## src/rtl/instruction_fetch.sv

```systemverilog
// instruction_fetch
//   Single-outstanding-request fetch unit. It requests one instruction word at
//   a time from instruction memory, buffers the returned word and pushes it into
//   the instruction queue. It then advances the PC by 4 and issues the next
//   request. A flush redirects the PC. A request that has already been issued
//   cannot be cancelled, so it is drained and its data is discarded.
//
//   Optional feature: define FETCH_STALL_CNT_EN to add the stall_cnt output.
//   This is a saturating count of cycles spent holding an instruction while the
//   queue is full.
//
// Ports
//   clk            in   clock; all state updates on its rising edge
//   reset_n        in   asynchronous active-low reset
//   imem_read      out  memory read request (high in REQ and DRAIN)
//   imem_address   out  request address, stable until imem_resp
//   imem_rdata     in   returned instruction, valid with imem_resp
//   imem_resp      in   one-cycle response pulse
//   issue_q_full_n in   instruction queue can accept an entry this cycle
//   iq_load        out  push iq_inst/iq_pc into the queue this cycle
//   iq_inst        out  instruction word being pushed
//   iq_pc          out  PC of the instruction being pushed
//   flush          in   redirect pulse from the ROB
//   flush_pc       in   redirect target, valid with flush
//   stall_cnt      out  queue-full stall counter (FETCH_STALL_CNT_EN only)
module instruction_fetch #(
  parameter logic [31:0] RESET_PC = 32'h4000_0060
) (
  input  logic        clk,
  input  logic        reset_n,
  output logic        imem_read,
  output logic [31:0] imem_address,
  input  logic [31:0] imem_rdata,
  input  logic        imem_resp,
  input  logic        issue_q_full_n,
  output logic        iq_load,
  output logic [31:0] iq_inst,
  output logic [31:0] iq_pc,
  input  logic        flush,
  input  logic [31:0] flush_pc
`ifdef FETCH_STALL_CNT_EN
  ,
  output logic [31:0] stall_cnt
`endif
);

  typedef enum logic [1:0] {
    IDLE  = 2'd0,
    REQ   = 2'd1,
    ISSUE = 2'd2,
    DRAIN = 2'd3
  } state_t;

  state_t      state, state_nxt;
  logic [31:0] pc, pc_nxt;
  logic [31:0] req_addr, req_addr_nxt;
  logic [31:0] inst_buf, inst_buf_nxt;
  logic [31:0] inst_pc, inst_pc_nxt;

  // State and datapath registers.
  always_ff @(posedge clk or negedge reset_n) begin
    if (!reset_n) begin
      state    <= IDLE;
      pc       <= RESET_PC;
      req_addr <= RESET_PC;
      inst_buf <= 32'd0;
      inst_pc  <= 32'd0;
    end else begin
      state    <= state_nxt;
      pc       <= pc_nxt;
      req_addr <= req_addr_nxt;
      inst_buf <= inst_buf_nxt;
      inst_pc  <= inst_pc_nxt;
    end
  end

  // Next-state, datapath update and queue push decision.
  always_comb begin
    state_nxt    = state;
    pc_nxt       = pc;
    req_addr_nxt = req_addr;
    inst_buf_nxt = inst_buf;
    inst_pc_nxt  = inst_pc;
    iq_load      = 1'b0;

    // A flush always retargets the PC, whatever state the fetch is in.
    if (flush) begin
      pc_nxt = flush_pc;
    end else begin
      pc_nxt = pc;
    end

    case (state)
      IDLE: begin
        if (!flush) begin
          req_addr_nxt = pc;
          state_nxt    = REQ;
        end else begin
          state_nxt = IDLE;
        end
      end
      REQ: begin
        if (flush) begin
          // If the response has not arrived, it is still owed. Wait for it in DRAIN.
          state_nxt = imem_resp ? IDLE : DRAIN;
        end else if (imem_resp) begin
          inst_buf_nxt = imem_rdata;
          inst_pc_nxt  = req_addr;
          state_nxt    = ISSUE;
        end else begin
          state_nxt = REQ;
        end
      end
      ISSUE: begin
        if (flush) begin
          state_nxt = IDLE;
        end else if (issue_q_full_n) begin
          iq_load      = 1'b1;
          pc_nxt       = pc + 32'd4;
          req_addr_nxt = pc + 32'd4;
          state_nxt    = REQ;
        end else begin
          state_nxt = ISSUE;
        end
      end
      DRAIN: begin
        if (imem_resp) begin
          state_nxt = IDLE;
        end else begin
          state_nxt = DRAIN;
        end
      end
      default: begin
        state_nxt = IDLE;
      end
    endcase
  end

  assign imem_read    = (state == REQ) || (state == DRAIN);
  assign imem_address = req_addr;
  assign iq_inst      = inst_buf;
  assign iq_pc        = inst_pc;

`ifdef FETCH_STALL_CNT_EN
  // Saturating count of cycles an instruction is held because the queue is full.
  always_ff @(posedge clk or negedge reset_n) begin
    if (!reset_n) begin
      stall_cnt <= 32'd0;
    end else if ((state == ISSUE) && !issue_q_full_n && !flush &&
                 (stall_cnt != 32'hFFFF_FFFF)) begin
      stall_cnt <= stall_cnt + 32'd1;
    end else begin
      stall_cnt <= stall_cnt;
    end
  end
`endif

endmodule

```

## config.mk

```make
export PLATFORM = sky130hd
export DESIGN_NAME = instruction_fetch
export DESIGN_NICKNAME = d
export VERILOG_FILES = /design/src/rtl/instruction_fetch.sv
export SDC_FILE = /design/constraint.sdc
export NUM_CORES = 1
export LEC_CHECK = 0
export ABC_AREA = 1
export BUFFER_PORTS_ARGS = -buffer_cell sky130_fd_sc_hd__clkbuf_2
export CAP_MARGIN = 20
export CORE_UTILIZATION = 35
export DETAILED_ROUTE_END_ITERATION = 10
export GPL_TIMING_DRIVEN = 0
export PLACE_DENSITY_LB_ADDON = 0.3
export SYNTH_ARGS = -nofsm -noshare
export SYNTH_HDL_FRONTEND = slang
export SYNTH_SLANG_ARGS = --single-unit
```

## constraint.sdc

```tcl
create_clock -name clk -period 1.4 [get_ports clk]
set_input_delay 0.07 -clock clk [delete_from_list [all_inputs] [get_ports clk]]
set_output_delay 0.07 -clock clk [all_outputs]
set_load 0.005 [all_outputs]
```

### Word level (Yosys, flattened, before mapping)

Index checks and enable logic that the tools add are counted.

* bits in read-only memories: 0
* memories: 0
* RAM bits: 0
* word-level logic and storage cells: 36
* register bits: 130
* output and inout bits: 98
* latch bits: 0

* reductions and logical operators: 5
* add/subtract/negate cells: 1
* muxes and demuxes: 18
* bitwise logic cells: 1
* divide/modulo/power cells: 0
* multiply operators: 0
* equality and inequality tests: 6
* shifts and indexed selects: 0
* order comparisons: 0

Operator list (count)
* two-way mux 32 bit: 7
* one-hot mux 32 bit (2 select lines): 1
* adder 32 x 3 -> 32 bit (second input constant): 1
* two-way mux 2 bit: 5
* one-hot mux 2 bit (4 select lines): 1
* != test 2 bit (second input constant): 3
* == test 2 bit (second input constant): 2
* two-way mux 1 bit: 4
* AND reduction 4 bit: 1
* AND reduction 3 bit: 1
* == test 2 x 1 -> 1 bit (second input constant): 1
* zero test 2 bit: 1
* nonzero test 2 bit: 1
* logical OR 1 bit: 1
* inverter 1 bit: 1

### Longest topological paths before layout

Gate-level depths: netlist (run 1).

* word-level depth: 4
* gate-level depth with buffers: 10
* mapped depth without buffers: 10

### Least setup slack after synthesis (run 1)

No wires, ideal clock.

* path type: input port to flip-flop
* start: input flush
* end: register inst_buf[21], in the netlist iq_inst[21]
* path slack: -0.055 ns
* arrival time: 1.330 ns
* stages: 7
* library setup time: 0.125 ns
* path buffers: 3
* cell sequence: inv_2 clkbuf_1 ha_1 nand3_2 buf_6 buf_6 mux2_4

* word-level cells in the longest chain between the ends: 2

Ends and longest elaborated chain
* start: declaration: RTL line 39 `input logic flush,`
* inverter 1 bit (no line)
* AND reduction 3 bit (no line)
* end signal: assignment: RTL line 72 `inst_buf <= inst_buf_nxt;`
* end: declaration: RTL line 57 `logic [31:0] inst_buf, inst_buf_nxt;`

Every way passes these cells.
A chain may end at the register's enable or synchronous reset.

### Worst setup path in the final report (run 1)

* start: register pc[5]
* end: register pc[7]

* word-level cells in the longest chain between the ends: 4

Ends and longest elaborated chain
* start: declaration: RTL line 55 `logic [31:0] pc, pc_nxt;`
* start signal: assignment: RTL line 70 `pc <= pc_nxt;`
* adder 32 x 3 -> 32 bit: RTL line 119 `pc_nxt = pc + 32'd4;`
* two-way mux 32 bit: RTL line 117 `end else if (issue_q_full_n) begin`
* two-way mux 32 bit: RTL line 115 `if (flush) begin`
* two-way mux 32 bit: RTL line 93 `case (state)`
* via pc_nxt[7]: RTL line 55

The timed path passes the listed nets, and every way through them passes these cells.

==> impl_results.md, run 1 <==
* Final Hold Vio Count at 0
* # placed instances at 1,126
* Diodes inserted at 0
* I/O Buffers at 166
* CTS tree: done
* Seq/Total Area, Yosys at 0.506
* Die Y at 138 um
* Largest area contributor in the netlist: dfrtp_1
* Ranking of synthesized cells by area: dfrtp_1 48%, nand2_1 12%, mux2_2 8.2%
* Clock Tree Buf Depth at 2
* Nets@finish at 1,106
* Data arrival time of the worst path at 1910 ps
* Root Buffer: clkbuf_16
* Hold WS at 28.8 ps
* CP Launch Type: flip-flop
* Most used DFF post-synth: dfrtp_1
* Multi-input logic area at 3260 um2
* Failing checks: setup timing
* Syn_nets at 803
* Crit path cell chain: nand2_4 > buf_6 > nor2_4 > buf_6 > xor2_2 > o211ai_1 > inv_1
* Number of synthesized flops with an enable pin at 0
* Syn Std Cell Area at 6440 um2
* Die Footprint at 19,000 um2
* Largest net degree at the start of global routing at 84
* Remaining DRCs at 0
* Crit path launch: pc[5]
* I/O pins at 167
* Via count of the first global-routing pass at 6,089
* Fin worst setup slack at -214 ps
* Drt total wl at 20.4 mm
* Synth cell types at 35
* Tcrit/Tclk final at 1.15
* Pwr/cell area at 1750 nW/um2
* Final setup vio count at 58
* DR vias at 6,260
* Register area at 3270 um2
* Initial DRC Count at 374
* Most frequent cells in the layout: 164 x clkbuf_2, 162 x nand2_1, 118 x dfrtp_1, 64 x inv_1, 63 x dlygate4sd3_1
* Initial antenna violation count at 0
* Crit-path max FO at 4
* Synth Instances at 730
* Leak pwr at 4.78 nW
* Kind of critical path: flip-flop to flip-flop
* Vias/cell at 4.91
* Area post-placement at 7600 um2
* Design Area, Final at 10,000 um2
* Ys Warns at 0
* GRT Resource Usage Total at 0.215
* Worst skew pair latency at 410 ps
* RSZ-0062 raised after global routing: true
* Bufs and invs on worst path at 3
* Fin. max-slew vios at 0
* Worst relative slew slack at 0.487
* Max incr delay on CP at 610 ps
* WL/cell at 16.0 um
* Critical R2R Launch: pc[5]
* Initial Utilization at 0.357
* CP delay by family, top: flip-flops
* Fraction of layout cells with a size suffix above 1 at 0.468
* First-pass GRT wire length at 30.7 mm
* Syn avg cell area at 8.83 um2
* Pre-CTS WS at -628 ps
* Worst reg2reg setup slack at -210 ps
* Worst min-delay path startpoint: flush_pc[9]
* Core Area at 18,000 um2
* Routability cong. at 0.869
* Clock Skews at 5.74 ps
* Overflow after GRT at 0
* Die X-Extent at 138 um
* Clk sink count at 130
* Outcome: finished with violations
* Layout fillers at 1,595
* CP Capture Type: flip-flop
* Row cnt at 49
* Most repeated library cell on the critical path: buf_6
* Post-synth ARST share at 1.00
* Final cell count without fillers at 1,275
* Max-cap viol count at 0
* Tmin final at 1610 ps
* Worst path slowest cell: dfstp_2
* Flops & latches, synth at 130
* Area Growth Syn to Fin at 55.2%
* Num CTS Buffers at 17
* Commonest non-fill, non-tap cell in the layout: clkbuf_2
* CTS clk-pin slew, worst paths at 60 ps
* Worst min path class: primary input to flip-flop
* Dpl hpwl at 13.2 mm
* CTS H-tree depth at 4
* Yosys top cell area share at 0.482
* Fmax at 0.620 GHz
* Max VDD drop at 0.00101 V
* Total power at 0.0175 W
* DRT antenna net count at 0
* First drt pass iteration count at 5
* Worst EP required at 1690 ps
* Worst-Margin Slew at 770 ps
## per-layer routing
metal	wire length, um	part of all wire	up-vias	track usage
met4	448	0.022	0	0.0775
met2	10100	0.49	213	0.369
met5	0	0	-	0
li1	-	-	2994	-
met3	1210	0.059	35	0.0449
met1	8680	0.43	3018	0.266
## through the flow
step | setup TNS (ps) | utilization
global placement | -281450 | 0.420
detailed placement | -40220 | 0.422
floorplan | 0 | -
finish | -5610 | 0.555
global route | -12200 | 0.555
CTS | -3370 | 0.523
## Yosys cell counts, drive strengths merged (7+ instances only)
cell	n
buf	22
mux2	51
o22ai	11
a21oi	30
a22oi	7
o211ai	10
inv	72
clkbuf	7
nand2	211
nor2	55
nand3	55
o21ai	47
dfrtp	124
## power breakdown
group	total (W)	internal (W)	switching, W	leakage [nW]
clock network	0.00425	0.00254	0.00171	0.265
logic	0.00683	0.00343	0.00340	2.95
registers	0.00639	0.00535	0.00105	1.56
total	0.0175	0.0113	0.00615	4.78
## worst register-to-register path, delay by kind of cell, from the launching register on
kind / cells / cell delay [ps]
xor gates and xnor gates: 1 / 60
and+or+nand+nor: 2 / 250
AOI/OAI and AO/OA: 1 / 250
buffers and inverters: 3 / 330
DFF: 1 / 610
## area by class of cell
type                            count  share of cell area
Sequential cell                   130               0.327
Multi-Input combinational cell    498               0.326
Timing Repair Buffer              284               0.201
Clock buffer                       20              0.0457
Buffer                             29              0.0307
Inverter                           73              0.0299
Tap cell                          229              0.0287
Clock inverter                     12              0.0109
## path summary, 6_finish.rpt
check                                   end  cells past startpoint
max                                   pc[7]                      7
min                                   pc[9]                      4
max reg2reg                           pc[7]                      7
min reg2reg                imem_address[30]                      2
max in group asynchronous            pc[30]                      3
min in group asynchronous       iq_inst[29]                      2
## repair_timing
item,in CTS,in global routing
gates resized for setup,123,120
hold buffers,63,0
pin swaps,39,37
cloned,0,2
setup endpoints to repair,117,107
endpoints found under the hold margin,109,0
buffers inserted,31,21
## state kept, by name, indices dropped and copies added (netlist names)
| register | cells |
|---|---|
| imem_address | 32 |
| iq_inst | 32 |
| iq_pc | 32 |
| pc | 32 |
| state | 2 |
## kinds of logic after synthesis
kind of cell,count (synthesis),share of synthesized area
AO/OA/AOI/OAI,109,0.0957
XOR/XNOR,7,0.00951
multiplexers,51,0.0915
AND/OR/NAND/NOR,327,0.220
adder cells (fa/ha/maj),4,0.00777
flip-flops,130,0.506
buffers and inverters,102,0.0697
Power figures use the tool's default switching activity.
==> run 2, diff against run 1 <==
CELL_PAD_IN_SITES_DETAIL_PLACEMENT = 0   (was default)
CELL_PAD_IN_SITES_GLOBAL_PLACEMENT = 1   (was default)
==> run 2 against run 1 <==
  * The flow still finishes with violations (setup timing)
  * Core utilization increased by 0.42 points
  * Worst setup slack got worse by 5.8 ps
  * Maximum frequency decreased by 0.36%
  * Critical path type unchanged
  * Final area increased by 0.76%
  * Clock power increased by 25%
  * Clock skew increased by 7.1 ps
  * Highest routed layer unchanged
  * Via count decreased by 2.9%
==> impl_results.md, run 2 (synthesis results as in run 1) <==
* Most frequent cells in the layout: 169 x nand2_1, 164 x clkbuf_2, 111 x dfrtp_1, 62 x inv_1, 62 x dlygate4sd3_1
* WL/cell at 16.6 um (+3.5%)
* Final Hold Vio Count at 0 (unchanged)
* Overflow after GRT at 0 (unchanged)
* Initial antenna violation count at 0 (unchanged)
* Commonest non-fill, non-tap cell in the layout: nand2_1
* Nets@finish at 1,093 (-1.2%)
* GRT Resource Usage Total at 0.220 (+0.00439)
* Core Area at 18,000 um2 (unchanged)
* Worst EP required at 1710 ps (+20 ps)
* Leak pwr at 4.91 nW (+2.8%)
* CP Launch Type: flip-flop
* Tcrit/Tclk final at 1.16 (+0.00414)
* Worst reg2reg path endpoint: imem_address[21]
* Via count of the first global-routing pass at 5,799 (-4.8%)
* Routability cong. at 0.839 (-3.5%)
* DRT antenna net count at 0 (unchanged)
* Worst-Margin Slew at 671 ps (-99.7 ps)
* Failing checks: setup timing
* CP Capture Type: flip-flop
* Largest net degree at the start of global routing at 71 (-15%)
* First-pass GRT wire length at 31.0 mm (+0.90%)
* Pwr/cell area at 1850 nW/um2 (+6.0%)
* Area post-placement at 7600 um2 (unchanged)
* Fin. max-slew vios at 0 (unchanged)
* Die Y at 138 um (unchanged)
* Crit path launch: pc[5]
* Data arrival time of the worst path at 1930 ps (+20 ps)
* Num CTS Buffers at 17 (unchanged)
* Drt total wl at 20.9 mm (+2.4%)
* Clk sink count at 130 (unchanged)
* Fin worst setup slack at -219 ps (-5.79 ps)
* Crit-path max FO at 5 (+1)
* CTS tree: done
* Dpl hpwl at 13.7 mm (+4.1%)
* Clock Tree Buf Depth at 2 (unchanged)
* Most repeated library cell on the critical path: nand2_1
* Die Footprint at 19,000 um2 (unchanged)
* Worst reg2reg setup slack at -220 ps (about the same)
* Final setup vio count at 115 (+98%)
* Initial Utilization at 0.357 (unchanged)
* First drt pass iteration count at 5 (unchanged)
* CTS H-tree depth at 4 (unchanged)
* Design Area, Final at 10,100 um2 (+0.76%)
* Fmax at 0.617 GHz (-0.36%)
* Clock Skews at 12.9 ps (+7.13 ps)
* Diodes inserted at 0 (unchanged)
* Initial DRC Count at 316 (-16%)
* I/O pins at 167 (unchanged)
* Final cell count without fillers at 1,262 (-1.0%)
* Worst min path class: primary input to flip-flop
* Max incr delay on CP at 630 ps (+20 ps)
* CTS clk-pin slew, worst paths at 60 ps (about the same)
* Pre-CTS WS at -579 ps (+49.0 ps)
* Die X-Extent at 138 um (unchanged)
* Fraction of layout cells with a size suffix above 1 at 0.446 (-0.0222)
* Vias/cell at 4.82 (-1.9%)
* RSZ-0062 raised after global routing: true
* DR vias at 6,078 (-2.9%)
* Tmin final at 1620 ps (+5.79 ps)
* Root Buffer: clkbuf_16
* Outcome: finished with violations
* Kind of critical path: flip-flop to flip-flop
* Worst skew pair latency at 430 ps (+20 ps)
* Crit path cell chain: nand2_4 > nor2_4 > nand2_4 > nor2_4 > nand2_1 > nand2_1 > nand3_1 > nand2_1 > nand2_1
* Max-cap viol count at 0 (unchanged)
* Worst relative slew slack at 0.553 (+0.0664)
* R2R depth at 9 (+2)
* Max VDD drop at 0.000989 V (-1.9%)
* Row cnt at 49 (unchanged)
* Worst path slowest cell: dfstp_2
* I/O Buffers at 166 (unchanged)
* Critical R2R Launch: pc[5]
* CP endpoint: imem_address[21]
* Area Growth Syn to Fin at 56.4%
* # placed instances at 1,126 (unchanged)
* Setup TNS at -10,200 ps (-4590 ps)
* Remaining DRCs at 0 (unchanged)
* Hold WS at 28.7 ps (-0.0627 ps)
run 2: cell count changes in the layout (fill, tap and decap cells not counted), moves of 6 or more:
| cell | change |
|---|---|
| nand3_2 | -9 |
| nand2_1 | +7 |
| bufinv_16 | +6 |
| buf_4 | -11 |
| nand2_2 | -11 |
| dfrtp_1 | -7 |
| mux2_4 | +17 |
| nand3_1 | +9 |
| mux2_2 | -17 |
| a21oi_2 | -6 |
| dfrtp_2 | +7 |
run 2: metal layers:
metal  track usage  vias to the layer above  part of all wire  wire length, um
met5             0                        -                 0                0
met4        0.0562                        0            0.0078              162
met3        0.0375                       12             0.059             1230
met2         0.365                      179              0.49            10200
met1         0.295                     2916              0.44             9300
li1              -                     2971                 -                -
run 2: timing repair:
item / in CTS / in global routing
endpoints found under the setup margin: 119 / 83
pin swaps: 25 / 20
resized for setup: 130 / 127
hold endpoints to repair: 116 / 0
hold buffers: 62 / 0
buffers inserted: 23 / 19
gates cloned: 0 / 1
run 2: power by group:
| part | switching, W | leakage, nW | internal [W] |
|---|---|---|---|
| clock | 0.00172 | 0.338 | 0.00357 |
| combinational | 0.00334 | 3.02 | 0.00356 |
| sequential | 0.00111 | 1.55 | 0.00536 |
run 2: final cells by class:
type / instances / area [um2]
multi-input combinational: 498 / 3260
fill: 1618 / 7950
tap: 229 / 287
inverter: 73 / 312
timing repair buffer: 271 / 1910
clock inverter: 13 / 254
sequential: 130 / 3280
buffer: 29 / 339
clock buffer: 19 / 443
run 2: worst min-delay path by stage:
stage | from | end | slack, ps | depth (start not counted)
floorplan | reset_n | imem_address[0] | -230 | 0
global placement | flush_pc[30] | pc[30] | 280 | 3
detailed placement | reset_n | iq_inst[30] | 100 | 1
CTS | imem_resp | state[0] | 30 | 4
global route | flush_pc[18] | pc[18] | 40 | 4
finish | flush_pc[20] | pc[20] | 30 | 4
run 2: through the flow:
stage	power, W	utilization
after floorplan	0.00919	-
after detailed placement	0.0118	0.422
final	0.0187	0.559
after CTS	0.0179	0.527
after global routing	0.0199	0.559
after global placement	0.0116	0.420
run 2: critical path, delay by kind of cell, from the launching register on:
kind,cells,cell delay [ps]
DFF,1,630
and+or+nand+nor,9,900
